==> config.mk <==
export PLATFORM = sky130hd
export DESIGN_NAME = point_test_sb_arbiter
export DESIGN_NICKNAME = d
export VERILOG_FILES = /design/src/rtl/point_test_sb_arbiter.sv
export SDC_FILE = /design/constraint.sdc
export NUM_CORES = 1
export LEC_CHECK = 0
export CORE_MARGIN = 2
export CORE_UTILIZATION = 45
export DETAILED_ROUTE_END_ITERATION = 10
export HOLD_SLACK_MARGIN = 0.02
export PLACE_DENSITY = 0.73
export SYNTH_ARGS = -nofsm -noshare
export SYNTH_HDL_FRONTEND = slang
export SYNTH_SLANG_ARGS = --single-unit
==> constraint.sdc <==
create_clock -name clk -period 2.36 [get_ports clk]
set_input_delay 0.708 -clock clk [delete_from_list [all_inputs] [get_ports clk]]
set_output_delay 0.708 -clock clk [all_outputs]
set_load 0.01 [all_outputs]
==> src/rtl/point_test_sb_arbiter.sv <==
// ============================================================================
// point_test_sb_arbiter
// ----------------------------------------------------------------------------
// Sideband-message arbiter for the point-test engines. Each requester owns a
// one-deep message slot. Occupied slots are granted round-robin. A granted
// message is strobed once on o_valid. The arbiter then waits for the falling
// edge of the sideband busy line, which means the message was accepted, or
// for a timeout. On a timeout the slot is kept, so the message is retried
// later. The block also produces the combined point-test acknowledge.
//
// Ports
//   clk                 clock
//   rst                 synchronous reset, active-high
//   i_en                block enable; low flushes slots, overflow flags, timer
//   i_req_valid[k]      one-cycle request pulse from requester k
//   i_req_msg           message of requester k at [k*MSG_W +: MSG_W]
//   i_req_data          data of requester k at [k*DATA_W +: DATA_W]
//   i_busy              sideband busy; its falling edge = message accepted
//   i_test_ack[k]       per-engine test-finished acknowledge
//   o_valid             one-cycle sideband message strobe
//   o_sideband_message  granted message, held until the next grant
//   o_sideband_data     granted data, held until the next grant
//   o_pending[k]        slot k occupied
//   o_req_done[k]       one-cycle pulse: message of requester k accepted
//   o_req_overflow[k]   sticky: requester k pulsed while its slot was full
//   o_timeout           one-cycle pulse: busy never fell within TIMEOUT_CYC
//   o_test_ack          all acks high, nothing pending, arbiter idle
// ============================================================================
module point_test_sb_arbiter #(
    parameter int NUM_REQ     = 2,
    parameter int MSG_W       = 4,
    parameter int DATA_W      = 16,
    parameter int TIMEOUT_CYC = 255
) (
    input  logic                      clk,
    input  logic                      rst,
    input  logic                      i_en,
    input  logic [NUM_REQ-1:0]        i_req_valid,
    input  logic [NUM_REQ*MSG_W-1:0]  i_req_msg,
    input  logic [NUM_REQ*DATA_W-1:0] i_req_data,
    input  logic                      i_busy,
    input  logic [NUM_REQ-1:0]        i_test_ack,
    output logic                      o_valid,
    output logic [MSG_W-1:0]          o_sideband_message,
    output logic [DATA_W-1:0]         o_sideband_data,
    output logic [NUM_REQ-1:0]        o_pending,
    output logic [NUM_REQ-1:0]        o_req_done,
    output logic [NUM_REQ-1:0]        o_req_overflow,
    output logic                      o_timeout,
    output logic                      o_test_ack
);

    localparam int PTR_W = $clog2(NUM_REQ);
    localparam int TMR_W = $clog2(TIMEOUT_CYC + 1);

    typedef enum logic [1:0] {
        ST_IDLE,
        ST_SEND,
        ST_WAIT_BUSY
    } state_t;

    state_t              r_state;
    state_t              w_nextState;

    logic [NUM_REQ-1:0]  r_slotValid;
    logic [MSG_W-1:0]    r_slotMsg  [NUM_REQ];
    logic [DATA_W-1:0]   r_slotData [NUM_REQ];
    logic [NUM_REQ-1:0]  r_overflow;
    logic [PTR_W-1:0]    r_rrPtr;
    logic [PTR_W-1:0]    r_gnt;
    logic [TMR_W-1:0]    r_timer;
    logic                r_busyD;
    logic [MSG_W-1:0]    r_outMsg;
    logic [DATA_W-1:0]   r_outData;
    logic                r_testAck;

    logic                w_busyNegedge;
    logic                w_timerExpired;
    logic                w_grantFound;
    logic [PTR_W-1:0]    w_grantIdx;
    logic [PTR_W-1:0]    w_cand;
    logic [PTR_W-1:0]    w_gntNext;

    assign w_busyNegedge      = r_busyD & ~i_busy;
    assign w_timerExpired     = (r_timer == TMR_W'(TIMEOUT_CYC - 1));
    assign w_gntNext          = (r_gnt == PTR_W'(NUM_REQ - 1)) ? '0 : r_gnt + 1'b1;
    assign o_pending          = r_slotValid;
    assign o_req_overflow     = r_overflow;
    assign o_sideband_message = r_outMsg;
    assign o_sideband_data    = r_outData;
    assign o_test_ack         = r_testAck;

    // Round-robin pick: the first occupied slot at or after the pointer,
    // wrapping around.
    always_comb begin
        w_grantFound = 1'b0;
        w_grantIdx   = '0;
        w_cand       = '0;
        for (int i = 0; i < NUM_REQ; i++) begin
            w_cand = PTR_W'((int'(r_rrPtr) + i) % NUM_REQ);
            if (!w_grantFound && r_slotValid[w_cand]) begin
                w_grantFound = 1'b1;
                w_grantIdx   = w_cand;
            end
        end
    end

    // State register.
    always_ff @(posedge clk) begin
        if (rst) begin
            r_state <= ST_IDLE;
        end else begin
            r_state <= w_nextState;
        end
    end

    // Next-state logic and the single-cycle strobes. The strobes are forced
    // low during reset or flush, so an aborted handshake never reports a
    // completion or a timeout.
    always_comb begin
        w_nextState = r_state;
        o_valid     = 1'b0;
        o_req_done  = '0;
        o_timeout   = 1'b0;
        case (r_state)
            ST_IDLE: begin
                if (w_grantFound) begin
                    w_nextState = ST_SEND;
                end
            end
            ST_SEND: begin
                o_valid     = 1'b1;
                w_nextState = ST_WAIT_BUSY;
            end
            ST_WAIT_BUSY: begin
                if (w_busyNegedge) begin
                    o_req_done[r_gnt] = 1'b1;
                    w_nextState       = ST_IDLE;
                end else if (w_timerExpired) begin
                    o_timeout   = 1'b1;
                    w_nextState = ST_IDLE;
                end
            end
            default: w_nextState = ST_IDLE;
        endcase
        if (rst || !i_en) begin
            w_nextState = ST_IDLE;
            o_valid     = 1'b0;
            o_req_done  = '0;
            o_timeout   = 1'b0;
        end
    end

    // Datapath: request slots, grant capture, timer, round-robin pointer,
    // busy edge history and the registered test acknowledge. A completion
    // and a new capture on the same slot in one cycle leave the slot full
    // with the new message.
    always_ff @(posedge clk) begin
        if (rst) begin
            r_slotValid <= '0;
            r_overflow  <= '0;
            r_rrPtr     <= '0;
            r_gnt       <= '0;
            r_timer     <= '0;
            r_busyD     <= 1'b0;
            r_outMsg    <= '0;
            r_outData   <= '0;
            r_testAck   <= 1'b0;
            for (int k = 0; k < NUM_REQ; k++) begin
                r_slotMsg[k]  <= '0;
                r_slotData[k] <= '0;
            end
        end else begin
            r_busyD   <= i_busy;
            r_testAck <= (&i_test_ack) & ~(|r_slotValid) & (r_state == ST_IDLE);
            if (!i_en) begin
                r_slotValid <= '0;
                r_overflow  <= '0;
                r_timer     <= '0;
            end else begin
                if (r_state == ST_IDLE && w_grantFound) begin
                    r_outMsg  <= r_slotMsg[w_grantIdx];
                    r_outData <= r_slotData[w_grantIdx];
                    r_gnt     <= w_grantIdx;
                end
                if (r_state == ST_SEND) begin
                    r_timer <= '0;
                end
                if (r_state == ST_WAIT_BUSY) begin
                    if (w_busyNegedge || w_timerExpired) begin
                        r_rrPtr <= w_gntNext;
                    end else begin
                        r_timer <= r_timer + 1'b1;
                    end
                end
                for (int k = 0; k < NUM_REQ; k++) begin
                    if (i_req_valid[k]) begin
                        if (!r_slotValid[k] || o_req_done[k]) begin
                            r_slotValid[k] <= 1'b1;
                            r_slotMsg[k]   <= i_req_msg[k*MSG_W +: MSG_W];
                            r_slotData[k]  <= i_req_data[k*DATA_W +: DATA_W];
                        end else begin
                            r_overflow[k] <= 1'b1;
                        end
                    end else if (o_req_done[k]) begin
                        r_slotValid[k] <= 1'b0;
                    end
                end
            end
        end
    end

endmodule

==> results_dict.tcl, run 1 <==
set metrics [dict create \
    run_status "finished, final reports clean" \
    worstSetupStartpointType "input port" \
    drt_first_pass_iters 4 \
    post-synth-top-area-fraction_pct 36.5 \
    final_min_period_over_clock_period_pct 97.2 \
    final_layout_size_suffix_gt1_share_pct 13.1 \
    max_slew.worst_pin.slew_ps 381 \
    met2_wirelength_um 3180 \
    final_util_pct 63.0 \
    row_count 31 \
    cts_hold_buffers 0 \
    timing.critical_path.to_type "output pin" \
    power_density_mw_per_mm2 656 \
    post_synth_inst_count 287 \
    tritoncts.num_buffers 9 \
    unique_masters_post_synth 42 \
    first_global_vias 2194 \
    ys_async_sr_fraction_pct 0 \
    hold_violations 0 \
    diodes 0 \
    critical_path.max_fanout 2 \
    antenna_found_initial 0 \
    clock_skew_ps 8.83 \
    hpwlAfterDp_um 4410 \
    timing.slew.headroom_pct 74.5 \
    synthesis.yosys.warnings 0 \
    synth.ff_latch_count 78 \
    postRouteAntennaNets 0 \
    tritoncts_clock_tree "built" \
    worst_ep_arrival_time_ps 1590 \
    syn_nets 337 \
    timing.fmax_mhz 436 \
    critical_r2r_launch "r_timer[0]" \
    syn_area_per_cell_um2 11.5 \
    synth_top_cells_by_area "sky130_fd_sc_hd__edfxtp_1 (37%), sky130_fd_sc_hd__dfxtp_1 (23%), sky130_fd_sc_hd__and2_1 (7.6%)" \
    vias 2354 \
    vdd_ir_drop_max_mv 0.412 \
    finalPower_uw 2970 \
    cts.root.buffer_cell "sky130_fd_sc_hd__clkbuf_8" \
    cts_max_path_buffers 2 \
    number_of_inserted_filler_cells_in_the_final_layout 592 \
    clkLatencyLatePin_ps 330 \
    detail_route.drc_violations 0 \
    unrepaired_setup_endpoints_after_global_routing "false" \
    grt_overflow_total 0 \
    nets 428 \
    seq_area_frac_synth_pct 59.6 \
    cts.reportedPaths.clkPinSlew_ps 70 \
    grt_total_usage_pct 16.7 \
    synthesis.area_mm2 0.00329 \
    detail_route.vias_per_cell 4.88 \
    port-buffer-count 76 \
    cp-endpoint "o_valid" \
    synth_top_cell_by_area "sky130_fd_sc_hd__edfxtp_1" \
    area_delta_synth_final_pct 37.4 \
    met1_wl_um 2850 \
    die_width_um 89.5 \
    die-height_um 89.5 \
    design.core.area_mm2 0.00718 \
    wirelength_um 6430 \
    r2r_setup_slack_ps 520 \
    post-route-min-period_ps 2290 \
    maximum_number_of_pins_on_one_net_before_global_route_repair 41 \
    drt_iter0_markers 72 \
    fp.dieArea_mm2 0.00801 \
    start_util_pct 45.9 \
    worst_r2r_path_depth 8 \
    crit_required_ps 1650 \
    synth_edf_count 40 \
    hold_class "flip-flop to flip-flop" \
    finalSetupViolations 0 \
    met3_length_um 327 \
    highest_layer "met4" \
    timing.setup.critical_path_class "input port to output pin" \
    grt_first_pass_wirelength_um 10000 \
    placer_s_final_routability_congestion_estimate 0.810 \
    route.detailed.wl_per_inst_um 13.3 \
    drv_slew 0 \
    number_of_top_level_design_ports 77 \
    numClockSinks 78 \
    cts-htree-levels 3 \
    static-leakage-power_uw 0.00178 \
    max_cap_viol_count 0 \
    first_element_of_the_critical_path "rst" \
    synth_top_flop_cell "sky130_fd_sc_hd__edfxtp_1" \
    reg2reg_to "r_timer[2]" \
]
## critical path: stages
cell and delay, ps:
sky130_fd_sc_hd__clkdlybuf4s15_2 190, sky130_fd_sc_hd__buf_4 130, sky130_fd_sc_hd__nand2b_1 150, sky130_fd_sc_hd__nor2_1 160, sky130_fd_sc_hd__clkdlybuf4s15_1 260
## sequential cells by signal, indices dropped and copies added, names as in the netlist
register and flops:
r_slotData 32, o_sideband_data 16, r_slotMsg 8, r_timer 8, o_sideband_message 4, o_pending 2, o_req_overflow 2, r_state 2
o_test_ack 1, r_busyD 1, r_gnt 1, r_rrPtr 1
## metrics by stage
step                      worst slack (ps)  area [µm²]  instances  setup TNS (ps)  hold slack (ps)
after detailed placement              -589        4290        465           -9140              464
final                                 66.2        4520        482               0              476
after CTS                             10.5        4530        483               0              476
after global placement                -561        4290        465           -8900              464
after global routing                  2.40        4520        482               0              505
after floorplan                        130        3290        287               0              480
## area by class of cell
class                   count  area (µm²)  area share (%)
well taps                  99         124            2.74
clock buffers              12         155            3.43
inverters                   7        26.3           0.581
clock inverters             4        70.1            1.55
repair buffers             97         953            21.1
multi-input cells         185        1230            27.2
flip-flops and latches     78        1960            43.4
## synth_stat cells, types with 2 or more instances
master / n
sky130_fd_sc_hd__a211oi_1: 20
sky130_fd_sc_hd__a21oi_1: 7
sky130_fd_sc_hd__a31o_1: 2
sky130_fd_sc_hd__a31oi_1: 4
sky130_fd_sc_hd__and2_1: 40
sky130_fd_sc_hd__and3_1: 2
sky130_fd_sc_hd__buf_2: 11
sky130_fd_sc_hd__clkbuf_1: 4
sky130_fd_sc_hd__dfxtp_1: 38
sky130_fd_sc_hd__edfxtp_1: 40
sky130_fd_sc_hd__ha_1: 2
sky130_fd_sc_hd__inv_1: 7
sky130_fd_sc_hd__mux2_1: 2
sky130_fd_sc_hd__mux2i_1: 20
sky130_fd_sc_hd__nand2_1: 10
sky130_fd_sc_hd__nand2b_1: 5
sky130_fd_sc_hd__nand3_1: 14
sky130_fd_sc_hd__nor2_1: 25
sky130_fd_sc_hd__nor2b_1: 5
sky130_fd_sc_hd__o21ai_1: 3
sky130_fd_sc_hd__or3_1: 5
## cells in the final DEF, fill, tap and decap left out, types with 3 or more instances in the layout
cell                              instances
sky130_fd_sc_hd__clkdlybuf4s50_1         69
sky130_fd_sc_hd__nor2_1                  25
sky130_fd_sc_hd__a211oi_1                20
sky130_fd_sc_hd__o21ai_1                  3
sky130_fd_sc_hd__nand3_1                 14
sky130_fd_sc_hd__dfxtp_1                 38
sky130_fd_sc_hd__and2_1                  40
sky130_fd_sc_hd__a21oi_1                  7
sky130_fd_sc_hd__edfxtp_1                40
sky130_fd_sc_hd__mux2i_1                 20
sky130_fd_sc_hd__or3_1                    5
sky130_fd_sc_hd__nand2_1                  9
sky130_fd_sc_hd__clkbuf_8                11
sky130_fd_sc_hd__buf_4                   17
sky130_fd_sc_hd__a31oi_1                  4
sky130_fd_sc_hd__buf_12                   4
sky130_fd_sc_hd__nor2b_1                  4
sky130_fd_sc_hd__inv_1                    7
sky130_fd_sc_hd__nand2b_1                 4
## report_power, final
group | switching [µW] | internal (µW) | leakage [µW]
clock network | 449 | 651 | 0.000116
registers | 29.4 | 1510 | 0.000732
logic | 138 | 193 | 0.000930
total | 616 | 2350 | 0.00178
## kinds of logic (layout without fill, tap and decap cells)
family	Yosys count	in the layout	share of synthesized area, %
buffers and inverters	24	120	3.50
DFF	78	78	59.6
and+or+nand+nor	114	114	19.1
adders and majority gates	2	2	0.760
AOI/OAI and AO/OA	47	47	10.3
muxes	22	22	6.77
## worst min path at each step
| stage | startpoint | to | depth (start not counted) |
|---|---|---|---|
| detailed placement | o_req_overflow[1] | o_req_overflow[1] | 2 |
| global route | o_req_overflow[1] | o_req_overflow[1] | 2 |
| global placement | o_req_overflow[1] | o_req_overflow[1] | 2 |
| floorplan | r_timer[7] | r_timer[7] | 2 |
| CTS | o_req_overflow[0] | o_req_overflow[0] | 2 |
| finish | o_req_overflow[0] | o_req_overflow[0] | 2 |
## repair_timing
action	CTS	global route
setup endpoints to repair	4	4
cloned	0	0
gates resized for setup	20	4
pin swaps	2	3
setup buffers	2	0
## per-layer routing
layer	global-route usage, %	vias up
met2	27.3	67
met1	20.9	1073
met4	7.06	0
met5	0	-
met3	4.62	4
li1	-	1210
Power figures use the tool's default switching activity.
==> run 2, diff against run 1 <==
--- a/config.mk
+++ b/config.mk
@@ -11,4 +11,5 @@
 export HOLD_SLACK_MARGIN = 0.02
 export PLACE_DENSITY = 0.73
+export SLEW_MARGIN = 10
 export SYNTH_ARGS = -nofsm -noshare
 export SYNTH_HDL_FRONTEND = slang
==> constraint.sdc (replaced) <==
create_clock -name clk -period 2.36 [get_ports clk]
set_input_delay 0.236 -clock clk [delete_from_list [all_inputs] [get_ports clk]]
set_output_delay 0.236 -clock clk [all_outputs]
set_load 0.01 [all_outputs]
==> run 2 against run 1 <==
Routed wire length shrank 0.76%; sequential share of layout area is 0.92 points higher; maximum frequency increased by 9.2%; cell count shrank 2.5%; design area fell by 2.1%; clock power is 6% higher.
==> results_dict.tcl, run 2 (same netlist as run 1, synthesis figures left out) <==
set metrics [dict create \
    run_status "finished, final reports clean" \
    number_of_inserted_filler_cells_in_the_final_layout 605 \
    postRouteAntennaNets 0 \
    placed_cell_area_mm2 0.00419 \
    post_cts_buffers 0 \
    row_count 31 \
    hold-path-endpoint "o_test_ack" \
    cts_max_path_buffers 2 \
    maximum_number_of_pins_on_one_net_before_global_route_repair 41 \
    number_of_cells_in_the_design_after_placement 454 \
    timing.fmax_mhz 476 \
    final_min_period_over_clock_period_pct 89.0 \
    critPathBufInv 2 \
    finalSetupViolations 0 \
    critical_path.max_fanout 6 \
    post-route-min-period_ps 2100 \
    tritoncts_clock_tree "built" \
    drv_slew 0 \
    timing.critical_path.slowest_cell_delay_ps 560 \
    nets 416 \
    cts-htree-levels 3 \
    worst_ep_arrival_time_ps 1860 \
    final_layout_size_suffix_gt1_share_pct 8.36 \
    path_delay_family "buffers and inverters" \
    fp.dieArea_mm2 0.00801 \
    wirelength_um 6380 \
    drt_iter0_markers 101 \
    numClockSinks 78 \
    cts_hold_buffers 0 \
    area_delta_synth_final_pct 34.6 \
    path_cells "inv_1 -> ha_1 -> nand3_1 -> nor3_1 -> clkdlybuf4s50_1" \
    static-leakage-power_uw 0.00171 \
    critical_r2r_launch "r_timer[0]" \
    clkLatencyLatePin_ps 350 \
    highest_delay_cell_along_the_critical_path "sky130_fd_sc_hd__clkdlybuf4s50_1" \
    design.core.area_mm2 0.00718 \
    vdd_ir_drop_max_mv 0.260 \
    crit_required_ps 2120 \
    cts.reportedPaths.clkPinSlew_ps 80 \
    die_width_um 89.5 \
    post_cts_resized 0 \
    grt_overflow_total 0 \
    cts.root.buffer_cell "sky130_fd_sc_hd__clkbuf_8" \
    largest_reg_flops 32 \
    post_layout_cell_count 470 \
    hpwlAfterDp_um 4460 \
    most_common_library_cell_in_the_layout_ignoring_fill_and_taps "sky130_fd_sc_hd__clkdlybuf4s50_1" \
    final_util_pct 61.7 \
    first_global_vias 2176 \
    reg2reg_to "r_timer[4]" \
    tritoncts.num_buffers 9 \
    placer_s_final_routability_congestion_estimate 0.839 \
    worstSetupStartpointType "flip-flop" \
    unrepaired_setup_endpoints_after_global_routing "false" \
    route.detailed.wl_per_inst_um 13.6 \
    antenna_found_initial 0 \
    max_cap_viol_count 0 \
    drt_first_pass_iters 4 \
    final_cell_mix "sky130_fd_sc_hd__clkdlybuf4s50_1 (76), sky130_fd_sc_hd__and2_1 (40), sky130_fd_sc_hd__edfxtp_1 (40), sky130_fd_sc_hd__dfxtp_1 (38), sky130_fd_sc_hd__nor2_1 (25)" \
    worst_r2r_path_depth 6 \
    number_of_top_level_design_ports 77 \
    hp-start "i_test_ack[0]" \
    finalPower_uw 3030 \
    clock_skew_ps 9.22 \
    timing.setup.critical_path_class "flip-flop to output pin" \
    timing.critical_path.to_type "output pin" \
    diodes 0 \
    hold-path-cell-count 3 \
    max_slew.worst_pin.slew_ps 607 \
    hold_violations 0 \
    r2r_setup_slack_ps 560 \
    detail_route.drc_violations 0 \
    port-buffer-count 76 \
    vias 2347 \
    die-height_um 89.5 \
    hold_class "input port to flip-flop" \
    start_util_pct 45.9 \
    grt_first_pass_wirelength_um 10000 \
    timing.slew.headroom_pct 59.4 \
    setup_total_negative_slack_ps 0 \
    finalInstanceArea_mm2 0.00443 \
    detail_route.vias_per_cell 4.99 \
    power_density_mw_per_mm2 683 \
    grt_total_usage_pct 16.9 \
    registers.top_by_ff_count "r_slotData" \
]
## run 2: cell types whose count changed in the layout (fill, tap and decap cells not counted), sizes merged, moves of 3 or more
cell	previous run	this run
buf	23	9
clkdlybuf4s50	69	76
clkbuf	13	9
clkdlybuf4s15	3	0
## run 2: area by class of cell
class,instances,area [µm²],area share (%)
Clock buffer,9,124,2.80
Sequential cell,78,1960,44.3
Tap cell,99,124,2.80
Timing Repair Buffer,85,866,19.6
Clock inverter,7,113,2.54
Inverter,7,26.3,0.593
Multi-Input combinational cell,185,1210,27.4
## run 2: worst max-delay path by stage
stage	from	endpoint	slack (ps)	depth (start not counted)
floorplan	r_state[0]	r_slotData[0][0]	530	4
global placement	rst	r_slotData[0][4]	300	6
detailed placement	rst	r_slotData[0][0]	240	6
CTS	r_timer[0]	o_timeout	260	5
global route	r_timer[1]	o_timeout	100	4
finish	r_timer[0]	o_timeout	260	5
## run 2: report_power, final
part / switching (µW) / internal (µW) / total (µW)
Sequential: 28.9 / 1510 / 1530
Combinational: 137 / 184 / 321
Clock: 475 / 696 / 1170
## run 2: tightest hold or removal path, stage by stage
cell	delay (ps)
sky130_fd_sc_hd__clkdlybuf4s50_1	400
sky130_fd_sc_hd__nand2_1	60
sky130_fd_sc_hd__nor4_1	40
## run 2: per-layer routing
layer  vias to the layer above  global-route usage [%]  part of all wire (%)
li1                       1190                       -                     -
met5                         -                       0                     0
met3                        11                    3.23                   4.4
met2                        64                    28.1                    48
met4                         0                    8.14                   2.0
met1                      1082                    21.3                    46
## run 2: through the flow
step	setup slack, ps	hold slack (ps)
after CTS	263	423
after global routing	102	439
after floorplan	531	353
after detailed placement	238	467
final	259	435
after global placement	304	458
